File: src/rtl/hazard_flush_ctrl.sv
// Pipeline hazard and flush controller: load-use and HiLo stalls,
// branch/jump flushes, a mult/div busy counter and a stall-cycle counter.
module hazard_flush_ctrl #(
    parameter int unsigned MULDIV_LAT = 4
) (
    input  logic        Clk,
    input  logic        Rst,
    input  logic [4:0]  IDRs,
    input  logic [4:0]  IDRt,
    input  logic        IDUsesRt,
    input  logic        IDMulDiv,
    input  logic        IDReadsHiLo,
    input  logic        IDJump,
    input  logic        EXMemRead,
    input  logic [4:0]  EXRt,
    input  logic        EXBranchTaken,
    output logic        PCWrite,
    output logic        IFIDWrite,
    output logic        IFIDFlush,
    output logic        IDEXFlush,
    output logic        MulDivBusy,
    output logic [15:0] StallCycles
);

    typedef enum logic {
        IDLE = 1'b0,
        BUSY = 1'b1
    } state_t;

    state_t      r_state;
    state_t      w_state_nxt;
    logic [3:0]  r_cnt;
    logic [3:0]  w_cnt_nxt;
    logic [15:0] r_stall_cycles;

    logic w_lu;
    logic w_hl;
    logic w_stall;
    logic w_issue;

    // Register 0 is hardwired, so a load targeting it never creates a dependency.
    assign w_lu = EXMemRead && (EXRt != 5'd0) &&
                  ((EXRt == IDRs) || (IDUsesRt && (EXRt == IDRt)));
    assign w_hl    = (r_cnt != 4'd0) && (IDMulDiv || IDReadsHiLo);
    assign w_stall = (w_lu || w_hl) && !EXBranchTaken;
    assign w_issue = IDMulDiv && !w_stall && !EXBranchTaken;

    assign MulDivBusy  = (r_cnt != 4'd0);
    assign StallCycles = r_stall_cycles;

    always_comb begin
        PCWrite   = 1'b1;
        IFIDWrite = 1'b1;
        IFIDFlush = 1'b0;
        IDEXFlush = 1'b0;
        if (Rst) begin
            PCWrite   = 1'b0;
            IFIDWrite = 1'b0;
            IFIDFlush = 1'b1;
            IDEXFlush = 1'b1;
        end else if (EXBranchTaken) begin
            IFIDFlush = 1'b1;
            IDEXFlush = 1'b1;
        end else if (w_stall) begin
            // Stall beats a jump in ID; the jump flush follows once the stall clears.
            PCWrite   = 1'b0;
            IFIDWrite = 1'b0;
            IDEXFlush = 1'b1;
        end else if (IDJump) begin
            IFIDFlush = 1'b1;
        end
    end

    always_comb begin
        w_state_nxt = r_state;
        w_cnt_nxt   = r_cnt;
        unique case (r_state)
            IDLE: begin
                if (w_issue) begin
                    w_cnt_nxt   = 4'(MULDIV_LAT);
                    w_state_nxt = BUSY;
                end
            end
            BUSY: begin
                // A taken branch does not stop a unit that is already running.
                w_cnt_nxt = r_cnt - 4'd1;
                if (r_cnt <= 4'd1) begin
                    w_cnt_nxt   = '0;
                    w_state_nxt = IDLE;
                end
            end
            default: begin
                w_cnt_nxt   = '0;
                w_state_nxt = IDLE;
            end
        endcase
    end

    always_ff @(posedge Clk) begin
        if (Rst) begin
            r_state        <= IDLE;
            r_cnt          <= '0;
            r_stall_cycles <= '0;
        end else begin
            r_state <= w_state_nxt;
            r_cnt   <= w_cnt_nxt;
            if (!PCWrite && (r_stall_cycles != '1)) begin
                r_stall_cycles <= r_stall_cycles + 16'd1;
            end
        end
    end

endmodule
File: config.mk
export PLATFORM = sky130hd
export DESIGN_NAME = hazard_flush_ctrl
export DESIGN_NICKNAME = d
export VERILOG_FILES = /design/src/rtl/hazard_flush_ctrl.sv
export SDC_FILE = /design/constraint.sdc
export NUM_CORES = 1
export LEC_CHECK = 0
export BUFFER_PORTS_ARGS = -buffer_cell sky130_fd_sc_hd__buf_2
export CORE_MARGIN = 2
export CORE_UTILIZATION = 53
export DETAILED_ROUTE_END_ITERATION = 8
export PLACE_DENSITY_LB_ADDON = 0.05
export SLEW_MARGIN = 40
export SYNTH_ARGS = -nofsm -noshare
export SYNTH_HDL_FRONTEND = slang
export SYNTH_SLANG_ARGS = --single-unit
File: constraint.sdc
create_clock -name Clk -period 6 [get_ports Clk]
set_input_delay 0.6 -clock Clk [delete_from_list [all_inputs] [get_ports Clk]]
set_output_delay 0.6 -clock Clk [all_outputs]
set_load 0.02 [all_outputs]
======== Word level (Yosys, flattened, before mapping) ========
Index checks and enable logic that the tools add are counted.
storage, ports and cells
  bits in registers ....................... 21
  memory bits (writable) .................. 0
  logic and storage cells ................. 43
  output and inout bits ................... 21
  bits in read-only memories .............. 0
  bits in latches ......................... 0
  memories ................................ 0
  input bits .............................. 23
cells by class
  add/sub/neg operators ................... 2
  reductions and logical operators ........ 16
  magnitude comparators ................... 1
  divide/modulo/power cells ............... 0
  $mul .................................... 0
  bitwise operators ....................... 1
  shifts and indexed selects .............. 0
  mux-type cells .......................... 16
  eq/ne operators ......................... 4
operators with widths
  cell                                                            count
  adder 16 x 1 -> 16 bit, second input constant                   1
  inequality test 16 bit, second input constant                   1
  two-way mux 1 bit                                               12
  == test 5 bit                                                   2
  logical AND 1 bit                                               8
  two-way mux 4 bit                                               2
  one-hot mux 4 bit (2 select lines)                              1
  nonzero test 5 bit                                              1
  less-or-equal comparator 4 x 1 -> 1 bit, second input constant  1
  nonzero test 4 bit                                              1
  subtractor 4 x 1 -> 4 bit, second input constant                1
  zero test 1 bit                                                 3
  logical OR 1 bit                                                3
  inequality test 2 bit, second input constant                    1
  one-hot mux 1 bit (2 select lines)                              1
  NOT 1 bit                                                       1

======== Depth between registers and ports, before layout ========
  word-level depth ........................ 11
  depth in mapped cells ................... 10
  depth with buffers taken out ............ 8

======== Worst setup path before layout ========
Ideal clock, no wire load.
  path kind ............................... input-to-output
  from .................................... input EXRt[1]
  to ...................................... output PCWrite
  arrival ................................. 2.198 ns
  buffers on the path ..................... 1
  data required time ...................... 5.400 ns
  cell stages on the path ................. 6
  setup slack ............................. 3.202 ns
  cells stage by stage .................... or4_4 o21a_1 a21oi_1 nor2_1 nor2_1 buf_4
between the ends
  cells in the longest elaborated chain, start to end .. 9
  elaborated cells between the ends (all ways) .. 12
  classes of those cells .................. eq/ne: 2; mux: 3; reduce/logical: 7
ends and longest elaborated chain
  item                              RTL line  source
  start: declaration                15        input logic [4:0] EXRt,
  == test 5 bit                     43        ((EXRt == IDRs) || (IDUsesRt && (EXRt == IDRt)));
  logical AND 1 bit                 43
  logical OR 1 bit                  43
  logical AND 1 bit *               42        assign w_lu = EXMemRead && (EXRt != 5'd0) &&
  logical OR 1 bit *                45        assign w_stall = (w_lu || w_hl) && !EXBranchTaken;
  logical AND 1 bit *               45
  two-way mux 1 bit * (3 in a row)  -
  end: declaration                  17        output logic PCWrite,
Mark *: on every way between the ends. The rest lies on a longest branch, timed or not.

======== Worst setup path in the final report ========
  from .................................... input EXRt[1]
  to ...................................... output IFIDWrite
between the ends
  cells in the longest elaborated chain, start to end .. 9
  elaborated cells between the ends (all ways) .. 12
  classes of those cells .................. eq/ne: 2; mux: 3; reduce/logical: 7
ends and longest elaborated chain
  item                 RTL line  source
  == test 5 bit        43
  logical AND 1 bit    43
  logical OR 1 bit     43
  logical AND 1 bit *  42
  logical OR 1 bit *   45
  logical AND 1 bit *  45
  two-way mux 1 bit *  64        end else if (w_stall) begin
  two-way mux 1 bit *  61        end else if (EXBranchTaken) begin
  two-way mux 1 bit *  56        if (Rst) begin
  end: declaration     18        output logic IFIDWrite,
Marks and branches as above.

==> results.sh <==
export IMPL_rr_endpoint="StallCycles[15]"
export IMPL_synth_nets=187
export IMPL_firstDrtPassIters=4
export IMPL_cts_resized=0
export IMPL_portBuffers=43
export IMPL_synth_cell_types=42
export IMPL_synth_seq_cells=21
export IMPL_start_util=0.546
export IMPL_viasPerCell=5.53
export IMPL_reg2reg_from="r_cnt[0]"
export IMPL_leakage_nw=0.623
export IMPL_endpoint="IFIDWrite"
export IMPL_grt_pass1_vias=1041
export IMPL_power_frac_clock=0.249
export IMPL_drtIter0Drc=14
export IMPL_path_clk_slew_ns=0.12
export IMPL_gp_congestion=0.741
export IMPL_critPathMaxFanout=6
export IMPL_cp_required_ns=5.40
export IMPL_pwr_share_comb=0.215
export IMPL_grt_setup_unrepaired="false"
export IMPL_path_class="in -> out"
export IMPL_grt_pass1_wl_mm=4.27
export IMPL_tns_ns=0
export IMPL_die_area_sq_um=2900
export IMPL_hold_viol=0
export IMPL_clk_latency_ns=0.30
export IMPL_internal_power_w=0.000192
export IMPL_post_cts_buffers=0
export IMPL_end_kind="output pin"
export IMPL_r2r_setup_slack_ns=3.62
export IMPL_coreArea_sq_um=2410
export IMPL_status="complete, no violations"
export IMPL_netlist_instances=160
export IMPL_yosysSeqAreaShare=0.320
export IMPL_grt_overflow_total=0
export IMPL_syn_avg_cell_area_sq_um=8.22
export IMPL_critPathArrivalTime_ns=2.14
export IMPL_wire_per_inst_um=11.9
export IMPL_p_sw_frac=0.299
export IMPL_detail_route_antenna_nets=0
export IMPL_synth_top_area_cell="dfxtp_1"
export IMPL_finClkSkew_ns=0.00214
export IMPL_ir_worst_vdd_v=0.000181
export IMPL_cts_tree="done"
export IMPL_grt_start_max_net_pins=27
export IMPL_clkSinkCount=21
export IMPL_p_sw_w=0.0000818
export IMPL_pin_count=44
export IMPL_worstRegToRegCells=8
export IMPL_dp_hpwl_mm=2.03
export IMPL_relSlewSlack=0.588
export IMPL_hold_slack_ns=0.511
export IMPL_synth_area_top_cells="dfxtp_1, xnor2_1, a21oi_1, nand2_1, ha_1"
export IMPL_synth_edf_count=0
export IMPL_drc=0
export IMPL_hp_class="reg -> reg"
export IMPL_min_period_ns=2.74
export IMPL_cts_root_buf="clkbuf_4"
export IMPL_synth_flop_cell="dfxtp_1"
export IMPL_finalSetupViolCount=0
export IMPL_ys_warn_count=0
export IMPL_layout_drive_gt1_share=0.305
export IMPL_worstSetupStartpointType="primary input"
export IMPL_areaGrowthSynthToFinish_pct=17.2
export IMPL_cts_buffers=3
export IMPL_grtUsageTotal=0.200
export IMPL_cts_max_level=1
export IMPL_fillCellCount=215
export IMPL_clockBufferDepth=2
export IMPL_final_cell_mix="buf_2, dfxtp_1, a21oi_1"
export IMPL_finalWirelength_mm=2.73
export IMPL_ys_async_sr_fraction=0
export IMPL_startpoint="EXRt[1]"
export IMPL_nets=228
export IMPL_p_seq_frac=0.536
export IMPL_die_w_um=53.8
export IMPL_syn_area_sq_um=1320
export IMPL_max_cap_violations=0
export IMPL_slew_violations=0
export IMPL_max_freq_mhz=365
export IMPL_cts_hold_buf=0
export IMPL_antenna_found_initial=0
export IMPL_power_density_nw_per_um2=178
export IMPL_fin_crit_sh=0.457
export IMPL_rows=18
export IMPL_tightest_slew_ns=0.616
export IMPL_antennaDiodeCount=0
export IMPL_vias=1272
export IMPL_final_common_cell="buf_2"
export IMPL_synth_top_area_frac=0.320
export IMPL_die_y_um=53.8
==> state kept, by name, indices dropped and copies added, names as in the netlist <==
name         count
r_state          1
r_cnt            4
StallCycles     16
==> routing by layer <==
| layer | routed length [um] | GRT usage |
|---|---|---|
| met5 | 0 | 0 |
| met4 | 21 | 0.0513 |
| met3 | 156 | 0.0500 |
| met1 | 1280 | 0.244 |
| met2 | 1280 | 0.346 |
==> power groups by stage <==
| stage | sequential [W] | clock (W) | combinational [W] |
|---|---|---|---|
| 6_report | 0.000147 | 0.0000683 | 0.0000589 |
| 5_1_grt | 0.000147 | 0.0000767 | 0.0000658 |
| 4_1_cts | 0.000147 | 0.0000721 | 0.0000591 |
| 3_5_place_dp | 0.000150 | 0 | 0.0000589 |
| 3_3_place_gp | 0.000149 | 0 | 0.0000566 |
| 2_1_floorplan | 0.000150 | 0 | 0.0000429 |
==> area by class of cell <==
cell class | instances | area, sq um | area share
Inverter | 7 | 26.3 | 0.0170
Timing Repair Buffer | 43 | 215 | 0.140
Tap cell | 30 | 37.5 | 0.0244
Multi-Input combinational cell | 125 | 815 | 0.528
Sequential cell | 21 | 420 | 0.273
Clock inverter | 1 | 5.00 | 0.00325
Clock buffer | 3 | 22.5 | 0.0146
==> per-stage QoR <==
stage	util	area, sq um	setup slack [ns]	total power (W)	cells
3_5_place_dp	0.628	1510	3.26	0.000209	226
6_report	0.640	1540	3.26	0.000274	230
2_1_floorplan	-	1320	3.20	0.000193	160
4_1_cts	0.640	1540	3.25	0.000278	230
3_3_place_gp	0.625	1510	3.28	0.000206	226
5_1_grt	0.640	1540	3.06	0.000290	230
==> kinds of logic after synthesis <==
logic type / synth area share
xor+xnor: 0.0733
compound gates: 0.194
fa+ha+maj: 0.0381
simple gates: 0.292
flops: 0.320
mux: 0.0162
buf+inv: 0.0666
==> worst min path at each step <==
stage                     depth (start not counted)             from  slack, ns               to
after floorplan                                   1         r_cnt[1]       0.48         r_cnt[1]
final                                             2   StallCycles[9]       0.51   StallCycles[9]
after detailed placement                          2  StallCycles[15]       0.49  StallCycles[15]
after global routing                              2  StallCycles[15]       0.55  StallCycles[15]
after CTS                                         2  StallCycles[15]       0.51  StallCycles[15]
after global placement                            2  StallCycles[11]       0.47  StallCycles[11]
==> Yosys cell counts (all sizes together), types with 4 or more instances <==
library cell / count
xnor2: 10
nand2: 15
or4: 6
ha: 4
o31ai: 5
buf: 4
or3: 10
nor2: 10
dfxtp: 21
nand3: 4
and3: 5
o21ai: 9
a21oi: 17
inv: 7
==> critical path, cell delays in order <==
cell and delay [ns]:
buf_2 0.12, or4_4 0.54, o21a_1 0.19, a21oi_1 0.33, nor2_1 0.07, nor2_1 0.11, buf_2 0.18
No activity file was read; power rests on OpenSTA's default activity.
